==> src/rtl/control_sequencer_pkg.sv <==
// -----------------------------------------------------------------------------
// control_sequencer_pkg
// Shared definitions for the instruction control sequencer:
//   - step state encoding (IDLE, T0..T6, HALT)
//   - opcode constants and opcode-class helpers
//   - bus_select bit indices for the 32-to-5 bus encoder
//   - latched instruction-field and control-output bundle types
// -----------------------------------------------------------------------------
package control_sequencer_pkg;

    typedef enum logic [3:0] {
        ST_IDLE = 4'd0,
        ST_T0   = 4'd1,
        ST_T1   = 4'd2,
        ST_T2   = 4'd3,
        ST_T3   = 4'd4,
        ST_T4   = 4'd5,
        ST_T5   = 4'd6,
        ST_T6   = 4'd7,
        ST_HALT = 4'd8
    } state_t;

    localparam logic [4:0] OP_ADD  = 5'd0;
    localparam logic [4:0] OP_SUB  = 5'd1;
    localparam logic [4:0] OP_AND  = 5'd2;
    localparam logic [4:0] OP_OR   = 5'd3;
    localparam logic [4:0] OP_SHR  = 5'd4;
    localparam logic [4:0] OP_SHL  = 5'd5;
    localparam logic [4:0] OP_MUL  = 5'd6;
    localparam logic [4:0] OP_DIV  = 5'd7;
    localparam logic [4:0] OP_HALT = 5'd31;

    // bus_select bit positions; bits 0-15 select R0-R15 directly.
    localparam int BUS_HI     = 16;
    localparam int BUS_LO     = 17;
    localparam int BUS_Z_HIGH = 18;
    localparam int BUS_Z_LOW  = 19;
    localparam int BUS_PC     = 20;
    localparam int BUS_MDR    = 21;
    localparam int BUS_INPORT = 22;
    localparam int BUS_C_SIGN = 23;

    typedef struct packed {
        logic [4:0] opcode;
        logic [3:0] ra;
        logic [3:0] rb;
        logic [3:0] rc;
    } ir_fields_t;

    typedef struct packed {
        logic [31:0] bus_sel;
        logic [15:0] gpr_in;
        logic        y_in;
        logic        hi_in;
        logic        lo_in;
        logic        z_in;
        logic        pc_in;
        logic        ir_in;
        logic        mar_in;
        logic        mdr_in;
        logic        read;
        logic        inc_pc;
        logic [4:0]  alu_op;
        logic        done;
        logic        illegal;
        logic        halted;
    } ctrl_t;

    // Takes IR[31:15]: opcode, Ra, Rb, Rc packed back to back.
    function automatic ir_fields_t ir_to_fields(input logic [16:0] ir_hi);
        return ir_fields_t'(ir_hi);
    endfunction

    // Opcodes 0-7 run through the Y/Z datapath.
    function automatic logic is_alu_op(input logic [4:0] op);
        return op <= OP_DIV;
    endfunction

    // MUL/DIV produce a 64-bit result and need the extra T6 step for HI.
    function automatic logic is_wide_op(input logic [4:0] op);
        return (op == OP_MUL) || (op == OP_DIV);
    endfunction

endpackage

==> src/rtl/step_decoder.sv <==
// -----------------------------------------------------------------------------
// step_decoder
// Combinational decode of the current sequencer step plus instruction fields
// into the datapath control bundle. Outputs are a pure function of state and
// fields, except PC_in/MDR_in in T1, which wait for mem_ready.
// Ports:
//   state_i      current step from the sequencer state register
//   fields_i     instruction fields (live IR in T3, latched copy afterwards)
//   mem_ready_i  memory read data valid this cycle
//   ctrl_o       full control-output bundle
// -----------------------------------------------------------------------------
module step_decoder
    import control_sequencer_pkg::*;
(
    input  state_t     state_i,
    input  ir_fields_t fields_i,
    input  logic       mem_ready_i,
    output ctrl_t      ctrl_o
);

    always_comb begin
        // NOTE: default every output first so no path through the case leaves
        // a signal unassigned, which would otherwise infer a latch.
        ctrl_o = '0;
        unique case (state_i)
            ST_T0: begin
                ctrl_o.bus_sel[BUS_PC] = 1'b1;
                ctrl_o.mar_in          = 1'b1;
                ctrl_o.inc_pc          = 1'b1;
                ctrl_o.z_in            = 1'b1;
            end
            ST_T1: begin
                // Read holds the MDR mux on memory for the whole stall;
                // the loads fire only once the data is valid.
                ctrl_o.bus_sel[BUS_Z_LOW] = 1'b1;
                ctrl_o.read               = 1'b1;
                ctrl_o.pc_in              = mem_ready_i;
                ctrl_o.mdr_in             = mem_ready_i;
            end
            ST_T2: begin
                ctrl_o.bus_sel[BUS_MDR] = 1'b1;
                ctrl_o.ir_in            = 1'b1;
            end
            ST_T3: begin
                if (is_alu_op(fields_i.opcode)) begin
                    ctrl_o.bus_sel[fields_i.rb] = 1'b1;
                    ctrl_o.y_in                 = 1'b1;
                end else if (fields_i.opcode != OP_HALT) begin
                    ctrl_o.illegal = 1'b1;
                end
            end
            ST_T4: begin
                ctrl_o.bus_sel[fields_i.rc] = 1'b1;
                ctrl_o.z_in                 = 1'b1;
                ctrl_o.alu_op               = fields_i.opcode;
            end
            ST_T5: begin
                ctrl_o.bus_sel[BUS_Z_LOW] = 1'b1;
                if (is_wide_op(fields_i.opcode)) begin
                    ctrl_o.lo_in = 1'b1;
                end else begin
                    ctrl_o.gpr_in[fields_i.ra] = 1'b1;
                    ctrl_o.done                = 1'b1;
                end
            end
            ST_T6: begin
                ctrl_o.bus_sel[BUS_Z_HIGH] = 1'b1;
                ctrl_o.hi_in               = 1'b1;
                ctrl_o.done                = 1'b1;
            end
            ST_HALT: begin
                ctrl_o.halted = 1'b1;
            end
            default: begin
                // IDLE: everything stays at the zero default.
            end
        endcase
    end

endmodule

==> src/rtl/control_sequencer.sv <==
// -----------------------------------------------------------------------------
// control_sequencer
// Hardwired control unit stepping a fetch / decode / execute sequence for a
// small register machine. Fetch is T0-T2 (with a memory stall in T1), T3
// decodes and latches the instruction fields, T4-T6 execute.
// Ports:
//   clock       rising-edge clock
//   clear       synchronous active-high reset, overrides every other input
//   run         permits a new fetch; sampled only in IDLE
//   ir_value    IR contents: opcode[31:27] Ra[26:23] Rb[22:19] Rc[18:15]
//   mem_ready   memory read data valid this cycle
//   bus_select  one-hot bus source (R0-R15, HI, LO, Zh, Zl, PC, MDR, ...)
//   gpr_in      GPR load enables, bit n loads Rn
//   Y_in .. MDR_in, Read   register load enables / MDR memory select
//   inc_pc      ALU computes PC+1
//   alu_op      opcode to the ALU, meaningful while Z_in is high
//   done        one-cycle instruction-complete pulse
//   illegal     one-cycle illegal-opcode pulse
//   halted      level, high while stopped by HALT
// -----------------------------------------------------------------------------
module control_sequencer
    import control_sequencer_pkg::*;
(
    input  logic        clock,
    input  logic        clear,
    input  logic        run,
    input  logic [31:0] ir_value,
    input  logic        mem_ready,
    output logic [31:0] bus_select,
    output logic [15:0] gpr_in,
    output logic        Y_in,
    output logic        HI_in,
    output logic        LO_in,
    output logic        Z_in,
    output logic        PC_in,
    output logic        IR_in,
    output logic        MAR_in,
    output logic        MDR_in,
    output logic        Read,
    output logic        inc_pc,
    output logic [4:0]  alu_op,
    output logic        done,
    output logic        illegal,
    output logic        halted
);

    state_t     state_q;
    ir_fields_t fields_q;
    ir_fields_t fields_live;
    ir_fields_t fields_use;
    ctrl_t      ctrl;

    // Only IR[31:15] carries fields this unit decodes.
    logic unused_ir_low;
    assign unused_ir_low = ^ir_value[14:0];

    assign fields_live = ir_to_fields(ir_value[31:15]);

    // T3 decodes straight from the IR; later steps use the latched copy so
    // an IR reload during execute cannot disturb the instruction in flight.
    assign fields_use = (state_q == ST_T3) ? fields_live : fields_q;

    always_ff @(posedge clock) begin
        // NOTE: state registers use non-blocking assignments so every flop
        // samples pre-edge values, independent of statement order.
        if (clear) begin
            state_q  <= ST_IDLE;
            fields_q <= '0;
        end else begin
            unique case (state_q)
                ST_IDLE: if (run) state_q <= ST_T0;
                ST_T0:   state_q <= ST_T1;
                ST_T1:   if (mem_ready) state_q <= ST_T2;
                ST_T2:   state_q <= ST_T3;
                ST_T3: begin
                    fields_q <= fields_live;
                    if (fields_live.opcode == OP_HALT) begin
                        state_q <= ST_HALT;
                    end else if (is_alu_op(fields_live.opcode)) begin
                        state_q <= ST_T4;
                    end else begin
                        state_q <= ST_IDLE;
                    end
                end
                ST_T4:   state_q <= ST_T5;
                ST_T5:   state_q <= is_wide_op(fields_q.opcode) ? ST_T6 : ST_IDLE;
                ST_T6:   state_q <= ST_IDLE;
                ST_HALT: state_q <= ST_HALT;
                default: state_q <= ST_IDLE;
            endcase
        end
    end

    step_decoder u_step_decoder (
        .state_i     (state_q),
        .fields_i    (fields_use),
        .mem_ready_i (mem_ready),
        .ctrl_o      (ctrl)
    );

    assign bus_select = ctrl.bus_sel;
    assign gpr_in     = ctrl.gpr_in;
    assign Y_in       = ctrl.y_in;
    assign HI_in      = ctrl.hi_in;
    assign LO_in      = ctrl.lo_in;
    assign Z_in       = ctrl.z_in;
    assign PC_in      = ctrl.pc_in;
    assign IR_in      = ctrl.ir_in;
    assign MAR_in     = ctrl.mar_in;
    assign MDR_in     = ctrl.mdr_in;
    assign Read       = ctrl.read;
    assign inc_pc     = ctrl.inc_pc;
    assign alu_op     = ctrl.alu_op;
    assign done       = ctrl.done;
    assign illegal    = ctrl.illegal;
    assign halted     = ctrl.halted;

endmodule

==> config.mk <==
export PLATFORM = sky130hd
export DESIGN_NAME = control_sequencer
export DESIGN_NICKNAME = d
export VERILOG_FILES = /design/src/rtl/control_sequencer_pkg.sv /design/src/rtl/step_decoder.sv /design/src/rtl/control_sequencer.sv
export SDC_FILE = /design/constraint.sdc
export NUM_CORES = 1
export LEC_CHECK = 0
export ABC_AREA = 1
export CAP_MARGIN = 20
export CORE_MARGIN = 2
export CORE_UTILIZATION = 38
export DETAILED_ROUTE_END_ITERATION = 12
export GPL_TIMING_DRIVEN = 0
export HOLD_SLACK_MARGIN = 0.15
export PLACE_DENSITY = 0.78
export REMOVE_ABC_BUFFERS = 1
export SLEW_MARGIN = 20
export SYNTH_ARGS = -nofsm -noshare
export SYNTH_HDL_FRONTEND = slang
export SYNTH_HIERARCHICAL = 1
export SYNTH_SLANG_ARGS = --single-unit
==> constraint.sdc <==
create_clock -name clock -period 1.75 [get_ports clock]
set_input_delay 0.2625 -clock clock [delete_from_list [all_inputs] [get_ports clock]]
set_output_delay 0.2625 -clock clock [all_outputs]
set_load 0.02 [all_outputs]
Word-level counts from Yosys, hierarchy flattened
Cells that the tools add are included.
{ "word_totals": {"register_bits": 21, "latchBits": 0, "ram_bits": 0, "romBits": 0, "output_inout_bits": 66, "wordCells": 76, "mem_count": 0} }
{ "classes": {"n_addsub": 0, "mul": 0, "n_div": 0, "magnitude_cmp": 8, "eq_ne": 16, "shift": 0, "n_mux": 38, "bitwise_logic": 0, "n_reduce_logical": 9} }
{ "ops": {"columns": ["cell", "count"], "rows": [
  ["$mux 16", 3],
  ["$pmux 16 s2", 1],
  ["$pmux 4 s8", 1],
  ["$eq 5x3->1 const B", 4],
  ["$mux 1", 17],
  ["$mux 17", 1],
  ["$eq 4x3->1 const B", 4],
  ["$demux 1 s4", 3],
  ["$ge 4x1->1 const B", 3],
  ["$lt 4x6->1 const B", 2],
  ["$mux 4", 3],
  ["$le 5x3->1 const B", 2],
  ["$pmux 1 s2", 5],
  ["$eq 4x2->1 const B", 2],
  ["$mux 3", 2],
  ["$eq 5x5->1 const B", 1],
  ["$lt 4x5->1 const B", 1],
  ["$mux 5", 1],
  ["$ne 5x5->1 const B", 1],
  ["$eq 4x1->1 const B", 1],
  ["$eq 4x4->1 const B", 1],
  ["$logic_not 4->1", 1],
  ["$ne 2x2->1 const B", 2],
  ["$reduce_or 2->1", 2],
  ["4 further kinds", 7]
]} }

Longest topological paths before layout
Gate-level depths: netlist (run 1).
{ "depth": {"depth_word": 8, "ltp_mapped": 12, "mapped_depth_nobuf": 11} }

By module
The synthesis (run 1) kept the hierarchy.
{ "by_module_without_submodules": {"columns": ["mod", "instances", "cells_per_inst", "area_each_um2"], "rows": [
  ["control_sequencer", 1, 162, 1238.7],
  ["step_decoder", 1, 203, 967.2]
]} }

Worst setup path after synthesis (run 1)
Ideal clock, no wire load.
{ "synth_path": {"path_kind": "register to output", "startpoint": "register state_q[2]", "endpoint": "output LO_in", "arrival_time_ns": 1.895, "required_time_ns": 1.487, "setup_slack_ns": -0.407, "stages_incl_launch_ff": 10, "n_path_buf": 1, "path_cell_list": "dfxtp_1 inv_2 nor2_8 nand2_4 buf_12 o21ai_2 inv_1 nor2_2 nand2_2 nor3_1"} }
{ "synth_lines": {"columns": ["item", "line", "rtl"], "rows": [
  ["start: declaration", "control_sequencer.sv:47", "state_t state_q;"],
  ["start signal: assignment", "control_sequencer.sv:86", "ST_T5: state_q <= is_wide_op(fields_q.opcode) ? ST_T6 : ST_IDLE;"],
  ["end: declaration", "control_sequencer.sv:33", "output logic LO_in,"]
]} }

==> summary.md, run 1 <==
| Metric | Value |
|---|---|
| Core ar. | `between 5000 and 6000 um2` |
| Share of the synthesized area in the top cell type | `about a fifth` |
| H-tree depth | `1` |
| R2r startpoint | `state_q[2]$_SDFFE_PP0P_` |
| Cells after DPL | `497` |
| Part of the cycle the worst path needs | `129%` |
| Overall routed net length | `6920 um` |
| Drt via density | `4.77` |
| Crit-path max FO | `7` |
| Final Wtd Congestion | `slightly above 0.9` |
| Critical Path AT | `1.99 ns` |
| Non-Filler Instances | `532` |
| Total I/O pin count | `102` |
| DR WL/cell | `about 13 um` |
| Buffers added on ports | `74` |
| RSZ-0062 raised after global routing | `true` |
| R2R Setup Slk | `0.25 ns` |
| # DRC | `0` |
| Reg-to-Reg End | `fields_q[12]$_SDFF_PP0_` |
| Overall routing resource usage | `approximately a fifth` |
| Area growth, synth to finish | `64.0%` |
| Leakage power | `1.70 nW` |
| Min-Delay Path Class | `flop to flop` |
| Sink Count | `21` |
| Crit path kind | `flop to output port` |
| CTS tree | `built` |
| Synthesized cell area | `~2200 um2` |
| Mean post-synth cell area | `approximately 6.0 um2` |
| Worst path bufs/invs | `3` |
| Initial antenna violation count | `0` |
| Placement-stage cell area | `roughly 2900 um2` |
| Die Wd | `~80 um` |
| Row cnt | `27` |
| Syn. warnings | `6` |
| NumNets Final | `497` |
| Initial Util | `39.8%` |
| Most instantiated library cell after synthesis | `nand2_1` |
| Drt pass-1 iters | `4` |
| Setup Viol. Count Final | `40` |
| Number of diodes | `0` |
| Register Area | `435 um2` |
| Highest clock rate | `0.444 GHz` |
| Max Clock Skew | `around 0.0052 ns` |
| Final Critical Period | `2.25 ns` |
| Asr flop ratio synth | `0%` |
| Worst-path clk slew | `0.09 ns` |
| Min-delay src | `fields_q[0]$_SDFF_PP0_` |
| Register area share after synthesis | `19.1%` |
| Vias in the first global route | `2294` |
| Longest Clk Path Bufs | `2` |
| Status | `complete, but fails checks` |
| DR iter-0 viols | `between 90 and 100` |
| CP Capture Type | `output port` |
| R2R depth | `9` |
| Number of flops mapped to enable cells by yosys | `0` |
| CP peak stage delay | `0.37 ns` |
| Primary FF master, synth | `dfxtp_1` |
| Die height | `~80 um` |
| Area of the multi-input gates | `1760 um2` |
| Mapped Cells | `about 370` |
| Hold EP | `fields_q[0]$_SDFF_PP0_` |
| Dpl hpwl | `4160 um` |
| Failing checks | `setup timing` |
| Routed Antenna Nets | `0` |
| Cts bufs inserted | `3` |
| CP Data Required Time | `around 1.5 ns` |
| Yosys cell types | `27` |
| Crit-path cells | `inv_4, nor2_8, nand2_8, o21ai_4, inv_2, nor2_4, nand2_4, nand3_4, nor2_1, buf_4` |
| Total grt overflow | `0` |
| Peak supply drop | `0.000388 V` |
| Hold path cells | `4` |
| Type of origin of the critical path | `flop` |
| Slowest-stage cell, CP | `dfxtp_4` |
| Worst setup margin | `-0.504 ns` |
| Area leader, netlist | `dfxtp_1` |
| Final hold violation count | `0` |
| Later-pin clock latency in the skew report | `0.27 ns` |
| CP top delay family | `simple AND/OR/NAND/NOR gates` |
| Largest net degree at the start of global routing | `21` |
| Die Area | `roughly 6400 um2` |
| # fillers | `483` |
| Final instance area | `3620 um2` |
| First-pass GRT wire length | `10200 um` |
| Via count | `2536` |
| PD cells | `between 400 and 500 nW/um2` |
| Post-synthesis register bit count | `21` |
| Post-synth top cells | `nand2_1, nor2_1, inv_1` |
| Synth area leaders | `dfxtp_1, nand2_1, nor2_1` |
| Max Cap Viol | `0` |
| Util after Layout | `65.3%` |
| Total Power | `1.79 mW` |
| Max-slew violation count | `0` |
| Layout cells sized above 1 | `55.7%` |
| Root buf cell | `clkbuf_8` |
-- cell usage in the layout, fill, tap and decap left out, types with 2 or more instances in the layout --
master,n
nand3_4,5
clkbuf_8,3
clkdlybuf4s15_2,5
nand3_1,20
inv_1,49
conb_1,12
buf_2,3
o21ai_4,8
nand2_4,13
buf_6,36
clkdlybuf4s50_1,20
inv_4,2
o21ai_2,13
nor2_8,2
nand2_1,42
nor2_4,10
nor2_1,37
dfxtp_4,4
nor2_2,36
buf_12,3
dfxtp_1,17
nor3_2,2
clkbuf_2,4
inv_2,26
nand2_2,35
buf_4,29
nand2_8,3
nand3_2,12
-- flip-flops by register name, summed over array words and instances, names as in the netlist --
name / cells
state_q: 4
fields_q: 17
-- routing by layer --
layer  share of wire [%]  track usage [%]
met5                   0                0
met4                 2.3             5.42
met3                 6.5             2.47
met2                  52             37.5
met1                  39             23.8
-- tightest hold or removal path, stage by stage (launching register included) --
cell and delay (ns):
dfxtp_1 0.30, inv_1 0.04, nand2_1 0.05, o21ai_2 0.06, nor2_1 0.04
-- metrics by stage --
step                hold WS [ns]  setup TNS (ns)  setup WS [ns]
finish                     0.524          -17.22         -0.504
global route               0.554          -20.54         -0.595
CTS                        0.517          -17.31         -0.494
detailed placement         0.500          -58.60          -1.66
global placement           0.484          -56.28          -1.60
floorplan                  0.325          -22.55         -0.878
-- cells by family (layout without fill, tap and decap cells) --
kind of cell           Yosys count  count (layout)  share of synthesized area, %
buffers and inverters          102             183                          23.3
and+or+nand+nor                217             220                          48.5
other                            1              12                         0.170
DFF                             21              21                          19.1
AOI/OAI and AO/OA               24              24                          9.02
-- where the power goes --
| part | switching, mW | internal [mW] | total, mW |
|---|---|---|---|
| logic | 0.575 | 0.350 | 0.926 |
| registers | 0.0169 | 0.505 | 0.522 |
| clock network | 0.179 | 0.163 | 0.342 |
-- worst max path at each step --
stage                         end                     from  cells after the start
global route        bus_select[1]  state_q[2]$_SDFFE_PP0P_                     12
CTS                     gpr_in[5]  state_q[2]$_SDFFE_PP0P_                     10
global placement    bus_select[0]  state_q[0]$_SDFFE_PP0P_                      9
floorplan                   LO_in  state_q[0]$_SDFFE_PP0P_                      8
finish                  gpr_in[7]  state_q[2]$_SDFFE_PP0P_                     10
detailed placement  bus_select[5]  state_q[0]$_SDFFE_PP0P_                      9
-- what timing repair did --
action,CTS,global route
gates resized for setup,315,94
endpoints found under the setup margin,54,51
gates cloned,4,0
buffers inserted,24,2
hold buffers,0,0
pin swaps,28,26
-- layout make-up --
class | count | area share (%)
Multi-Input combinational cell | 256 | 48.7
Timing Repair Buffer | 102 | 27.5
Sequential cell | 21 | 12.0
Inverter | 77 | 8.13
Tap cell | 72 | 2.49
Clock buffer | 4 | 1.24
(Power assumes the default switching activity.)
==> run 2, diff against run 1 <==
--- a/config.mk
+++ b/config.mk
@@ -6,7 +6,6 @@
 export NUM_CORES = 1
 export LEC_CHECK = 0
 export ABC_AREA = 1
-export CAP_MARGIN = 20
 export CORE_MARGIN = 2
 export CORE_UTILIZATION = 38
 export DETAILED_ROUTE_END_ITERATION = 12
==> constraint.sdc (replaced) <==
create_clock -name clock -period 1.82 [get_ports clock]
set_input_delay 0.273 -clock clock [delete_from_list [all_inputs] [get_ports clock]]
set_output_delay 0.273 -clock clock [all_outputs]
set_load 0.02 [all_outputs]
==> run 2 against run 1 <==
Compared with the run above:
- the flow still finishes with violations (setup timing)
- register-to-register slack better by 0.06 ns
- non-clock buffer count is 1 lower
- setup slack better by 0.066 ns
- sequential power is 3.8% lower
- cell area is 3.4% lower
- combinational power is 7.2% lower
- critical endpoint is now bus_select[1]
- largest cell class unchanged
- largest power group unchanged
- highest routed layer unchanged
==> summary.md, run 2 (synthesis gave the netlist of run 1 again) <==
| Metric | Value |
|---|---|
| # DRC | `0` |
| Crit path kind | `flop to output port` |
| Area growth, synth to finish | `58.4%` |
| Sink Count | `21` |
| Max reg flops | `17` |
| Core ar. | `5540 um2` |
| # fillers | `499` |
| Overall routed net length | `a little under 7000 um` |
| Min-Delay Path Class | `flop to flop` |
| NumNets Final | `496` |
| Dpl hpwl | `4160 um` |
| Die height | `around 80 um` |
| Cts bufs inserted | `3` |
| RSZ-0062 raised after global routing | `true` |
| Initial Util | `39.8%` |
| Buffers added on ports | `74` |
| Initial antenna violation count | `0` |
| Layout cells sized above 1 | `just over 50%` |
| Total I/O pin count | `102` |
| Highest clock rate | `0.443 GHz` |
| Sw Ratio | `42.7%` |
| First-pass GRT wire length | `10200 um` |
| Crit-path max FO | `7` |
| Via count | `2495` |
| DR iter-0 viols | `103` |
| Setup_tns | `-15.06 ns` |
| Total grt overflow | `0` |
| Setup Viol. Count Final | `40` |
| CP Data Required Time | `1.55 ns` |
| Die Area | `6430 um2` |
| Largest net degree at the start of global routing | `21` |
| Biggest regs | `fields_q x17, state_q x4` |
| Least-Margin Pin Slew | `1.09 ns` |
| Cell Int Power | `slightly below 1 mW` |
| Row cnt | `27` |
| Worst-path clk slew | `0.08 ns` |
| Slowest-stage cell, CP | `dfxtp_4` |
| Leakage power | `1.69 nW` |
| Hold-fix buffers at CTS | `0` |
| Max Cap Viol | `0` |
| Root buf cell | `clkbuf_8` |
| Die Wd | `approximately 80 um` |
| Most common cell after layout, fill and taps aside | `nand2_1` |
| PD cells | `483 nW/um2` |
| Longest Clk Path Bufs | `2` |
| CP Capture Type | `output port` |
| Max transition margin | `27.1%` |
| Combinational group share of total power | `around half` |
| Most frequent cells in the layout | `nand2_1, inv_1, nor2_1, nor2_2, buf_6` |
| Type of origin of the critical path | `flop` |
| Peak supply drop | `0.000355 V` |
| Max Clock Skew | `0.00410 ns` |
| CTS tree | `built` |
| DR WL/cell | `12.7 um` |
| Biggest register | `fields_q` |
| Register Area | `around 440 um2` |
| H-tree depth | `1` |
| Sw power | `721 uW` |
| Number of diodes | `0` |
| Overall routing resource usage | `19.8%` |
| Worst setup margin | `-0.438 ns` |
| Sequential cell fraction of total power | `29.7%` |
| Drt via density | `4.70` |
| Routed Antenna Nets | `0` |
| Final Critical Period | `about 2.3 ns` |
| Area of the multi-input gates | `1690 um2` |
| Status | `complete, but fails checks` |
| CP peak stage delay | `0.37 ns` |
| Vias in the first global route | `2287` |
| Part of the cycle the worst path needs | `124%` |
| Worst hold slack | `0.522 ns` |
| Final Wtd Congestion | `0.915` |
| Later-pin clock latency in the skew report | `about 0.27 ns` |
| Final hold violation count | `0` |
| Failing checks | `setup timing` |
| Critical Path AT | `approximately 2.0 ns` |
| Max-slew violation count | `0` |
| Drt pass-1 iters | `4` |
| Crit-path cells | `inv_4, nor2_8, nand2_8, buf_6, o21ai_4, inv_4, inv_2, nand2_2, nor2_2, nand3_2, nand2_2, buf_6` |
| Clock power frac | `19.4%` |
==> run 2: worst max-delay path: cells and delay by family (launching register included) <==
kind / cells / cell delay [ns]
simple gates: 6 / 0.74
buf+inv: 5 / 0.44
flops: 1 / 0.37
compound gates: 1 / 0.18
==> run 2: path summary, 6_finish.rpt <==
kind | slack (ns) | start | cells after the start | to
hold / removal | 0.52 | fields_q[16]$_SDFF_PP0_ | 2 | fields_q[16]$_SDFF_PP0_
setup reg to reg | 0.31 | state_q[2]$_SDFFE_PP0P_ | 9 | fields_q[12]$_SDFF_PP0_
hold reg to reg | 0.52 | fields_q[16]$_SDFF_PP0_ | 2 | fields_q[16]$_SDFF_PP0_
setup / recovery | -0.44 | state_q[2]$_SDFFE_PP0P_ | 12 | bus_select[1]
==> run 2: repair_timing <==
action                                  in CTS  in global routing
endpoints found under the setup margin      54                 49
pin swaps                                   28                 24
cloned                                       4                  0
gates resized for setup                    299                 68
endpoints found under the hold margin        0                  0
buffers inserted                            23                  3
==> run 2: power groups by stage <==
stage / sequential (mW) / combinational [mW] / clock (mW)
2_1_floorplan: 0.525 / 0.390 / 0
3_3_place_gp: 0.533 / 0.564 / 0
3_5_place_dp: 0.534 / 0.576 / 0
4_1_cts: 0.501 / 0.790 / 0.335
5_1_grt: 0.505 / 0.920 / 0.353
6_report: 0.502 / 0.859 / 0.328
==> run 2: routing by layer <==
| layer | track usage (%) | wire [um] |
|---|---|---|
| met5 | 0 | 0 |
| met4 | 5.25 | 113 |
| met3 | 2.47 | 464 |
| met2 | 37.0 | 3520 |
| met1 | 23.6 | 2650 |
==> run 2: layout make-up <==
cell class                 instances  share of cell area, %
clock buffer                       4                   1.29
inverter                          77                   8.41
tap                               72                   2.58
sequential                        21                   12.5
timing repair buffer             101                   26.9
multi-input combinational        256                   48.4
==> run 2: per-stage QoR <==
stage	cells	worst slack, ns	cell area [um2]	power (mW)	utilization (%)
finish	531	-0.438	3490	1.69	63.1
global route	531	-0.543	3490	1.78	63.1
CTS	528	-0.434	3330	1.63	60.1
detailed placement	497	-1.60	2850	1.11	51.5
global placement	497	-1.54	2850	1.10	51.5
floorplan	351	-0.818	2020	0.915	-
==> run 3, diff against run 2 <==
--- a/config.mk
+++ b/config.mk
@@ -11,6 +11,7 @@
 export DETAILED_ROUTE_END_ITERATION = 12
 export GPL_TIMING_DRIVEN = 0
 export HOLD_SLACK_MARGIN = 0.15
+export MAX_ROUTING_LAYER = met4
 export PLACE_DENSITY = 0.78
 export REMOVE_ABC_BUFFERS = 1
 export SLEW_MARGIN = 20
==> run 3 against run 2 <==
Compared with the run above:
- critical endpoint is now bus_select[0]
- sequential power about the same
- setup slack got worse by 0.0067 ns
- utilization about the same
- cell count stayed put
- register-to-register slack hardly changed
- critical path type unchanged
- maximum frequency is 0.29% lower
- non-clock buffer count did not move
- clock skew is 0.0024 ns lower
- the flow still finishes with violations (setup timing)
==> summary.md, run 3 (synthesis gave the netlist of run 1 again) <==
| Metric | Value |
|---|---|
| Sw power | `727 uW` |
| Via count | `2514` |
| Drt pass-1 iters | `4` |
| Total Power | `1.69 mW` |
| Hold-fix buffers at CTS | `0` |
| Max reg flops | `17` |
| Setup Viol. Count Final | `40` |
| Placement-stage cell area | `2850 um2` |
| Worst hold slack | `0.523 ns` |
| DR iter-0 viols | `109` |
| Drt via density | `between 4 and 5` |
| Part of the cycle the worst path needs | `124%` |
| Type of origin of the critical path | `flop` |
| CP Capture Type | `output port` |
| Initial antenna violation count | `0` |
| # fillers | `500` |
| Max Clock Skew | `0.00169 ns` |
| Final instance area | `approximately 3500 um2` |
| Critical Path AT | `1.99 ns` |
| Crit path kind | `flop to output port` |
| Biggest register | `fields_q` |
| Later-pin clock latency in the skew report | `0.27 ns` |
| RSZ-0062 raised after global routing | `true` |
| Sink Count | `21` |
| Hold path cells | `2` |
| Final Critical Period | `2.26 ns` |
| Min-Delay Path Class | `flop to flop` |
| Cells after DPL | `497` |
| Max Cap Viol | `0` |
| Total I/O pin count | `102` |
| Most frequent cells in the layout | `nand2_1, inv_1, nor2_1, nor2_2, buf_6` |
| Least-Margin Pin Slew | `about 1.1 ns` |
| Initial Util | `39.8%` |
| Row cnt | `27` |
| Dpl hpwl | `between 4000 and 5000 um` |
| Total grt overflow | `0` |
| Layout cells sized above 1 | `50.8%` |
| Non-Filler Instances | `about 530` |
| Core ar. | `5540 um2` |
| H-tree depth | `1` |
| Status | `complete, but fails checks` |
| Most common cell after layout, fill and taps aside | `nand2_1` |
| Register Area | `435 um2` |
| Area growth, synth to finish | `58.5%` |
| Largest net degree at the start of global routing | `21` |
| Max-slew violation count | `0` |
| Peak supply drop | `0.000357 V` |
| Final Wtd Congestion | `0.931` |
| Cell Int Power | `968 uW` |
| PD cells | `485 nW/um2` |
| Crit-path max FO | `7` |
| Routed Antenna Nets | `0` |
| Die height | `roughly 80 um` |
| Cts bufs inserted | `3` |
| CTS tree | `built` |
| DR WL/cell | `12.7 um` |
| Place WS | `-1.60 ns` |
| Final hold violation count | `0` |
| CP Data Required Time | `1.55 ns` |
| Die Area | `roughly 6400 um2` |
| Highest clock rate | `0.442 GHz` |
| Root buf cell | `clkbuf_8` |
| Worst-path clk slew | `approximately 0.080 ns` |
| Max transition margin | `26.7%` |
| NumNets Final | `roughly 500` |
| First-pass GRT wire length | `10200 um` |
| Longest Clk Path Bufs | `2` |
| Overall routed net length | `6770 um` |
| Area of the multi-input gates | `1690 um2` |
| Number of diodes | `0` |
| Combinational group share of total power | `50.8%` |
| Sequential cell fraction of total power | `29.6%` |
| Worst setup margin | `-0.445 ns` |
| Biggest regs | `fields_q x17, state_q x4` |
| Vias in the first global route | `2279` |
| R2R depth | `9` |
| Clock power frac | `19.7%` |
| Failing checks | `setup timing` |
| Die Wd | `80.2 um` |
| Leakage power | `roughly 1.7 nW` |
| Buffers added on ports | `between 70 and 80` |
| # DRC | `0` |
| Overall routing resource usage | `20.4%` |
| Sw Ratio | `42.9%` |
run 3: worst paths after layout:
path	end	slack, ns	from
worst max register to register	fields_q[12]$_SDFF_PP0_	0.31	state_q[2]$_SDFFE_PP0P_
worst max-delay path	bus_select[0]	-0.44	state_q[2]$_SDFFE_PP0P_
worst min register to register	fields_q[16]$_SDFF_PP0_	0.52	fields_q[16]$_SDFF_PP0_
worst min-delay path	fields_q[16]$_SDFF_PP0_	0.52	fields_q[16]$_SDFF_PP0_
run 3: per-layer routing:
metal	part of all wire, %	track usage (%)
met3	6.7	2.13
met1	39	24.1
met2	52	37.1
met5	0	-
met4	1.8	5.08
run 3: final cells by class:
class	count	share of cell area [%]
multi-input cells	256	48.4
repair buffers	101	26.9
flip-flops and latches	21	12.5
inverters	77	8.41
well taps	72	2.58
clock buffers	4	1.29
run 3: metrics by stage:
step	util (%)	setup TNS, ns
6_report	63.1	-15.27
3_5_place_dp	51.5	-55.36
3_3_place_gp	51.5	-53.05
4_1_cts	60.1	-14.97
5_1_grt	63.1	-18.43
2_1_floorplan	-	-19.99
run 3: power by group through the flow:
stage	registers [mW]	logic (mW)	clock network [mW]
3_3_place_gp	0.533	0.564	0
5_1_grt	0.505	0.921	0.353
6_report	0.501	0.861	0.333
3_5_place_dp	0.534	0.576	0
2_1_floorplan	0.525	0.390	0
4_1_cts	0.501	0.790	0.335
run 3: worst max-delay path, cell delays in order, from the launching register on:
cell and delay (ns):
dfxtp_4 0.37, inv_4 0.05, nor2_8 0.19, nand2_8 0.13
o21ai_4 0.16, inv_2 0.07, nor2_4 0.23, nand3_4 0.17
o21ai_2 0.21, buf_6 0.14
run 3: what timing repair did:
item	4_1_cts	5_1_grt
cloned	4	0
resized for setup	299	69
endpoints found under the setup margin	54	50
pin swaps	28	24
buffers inserted	23	3
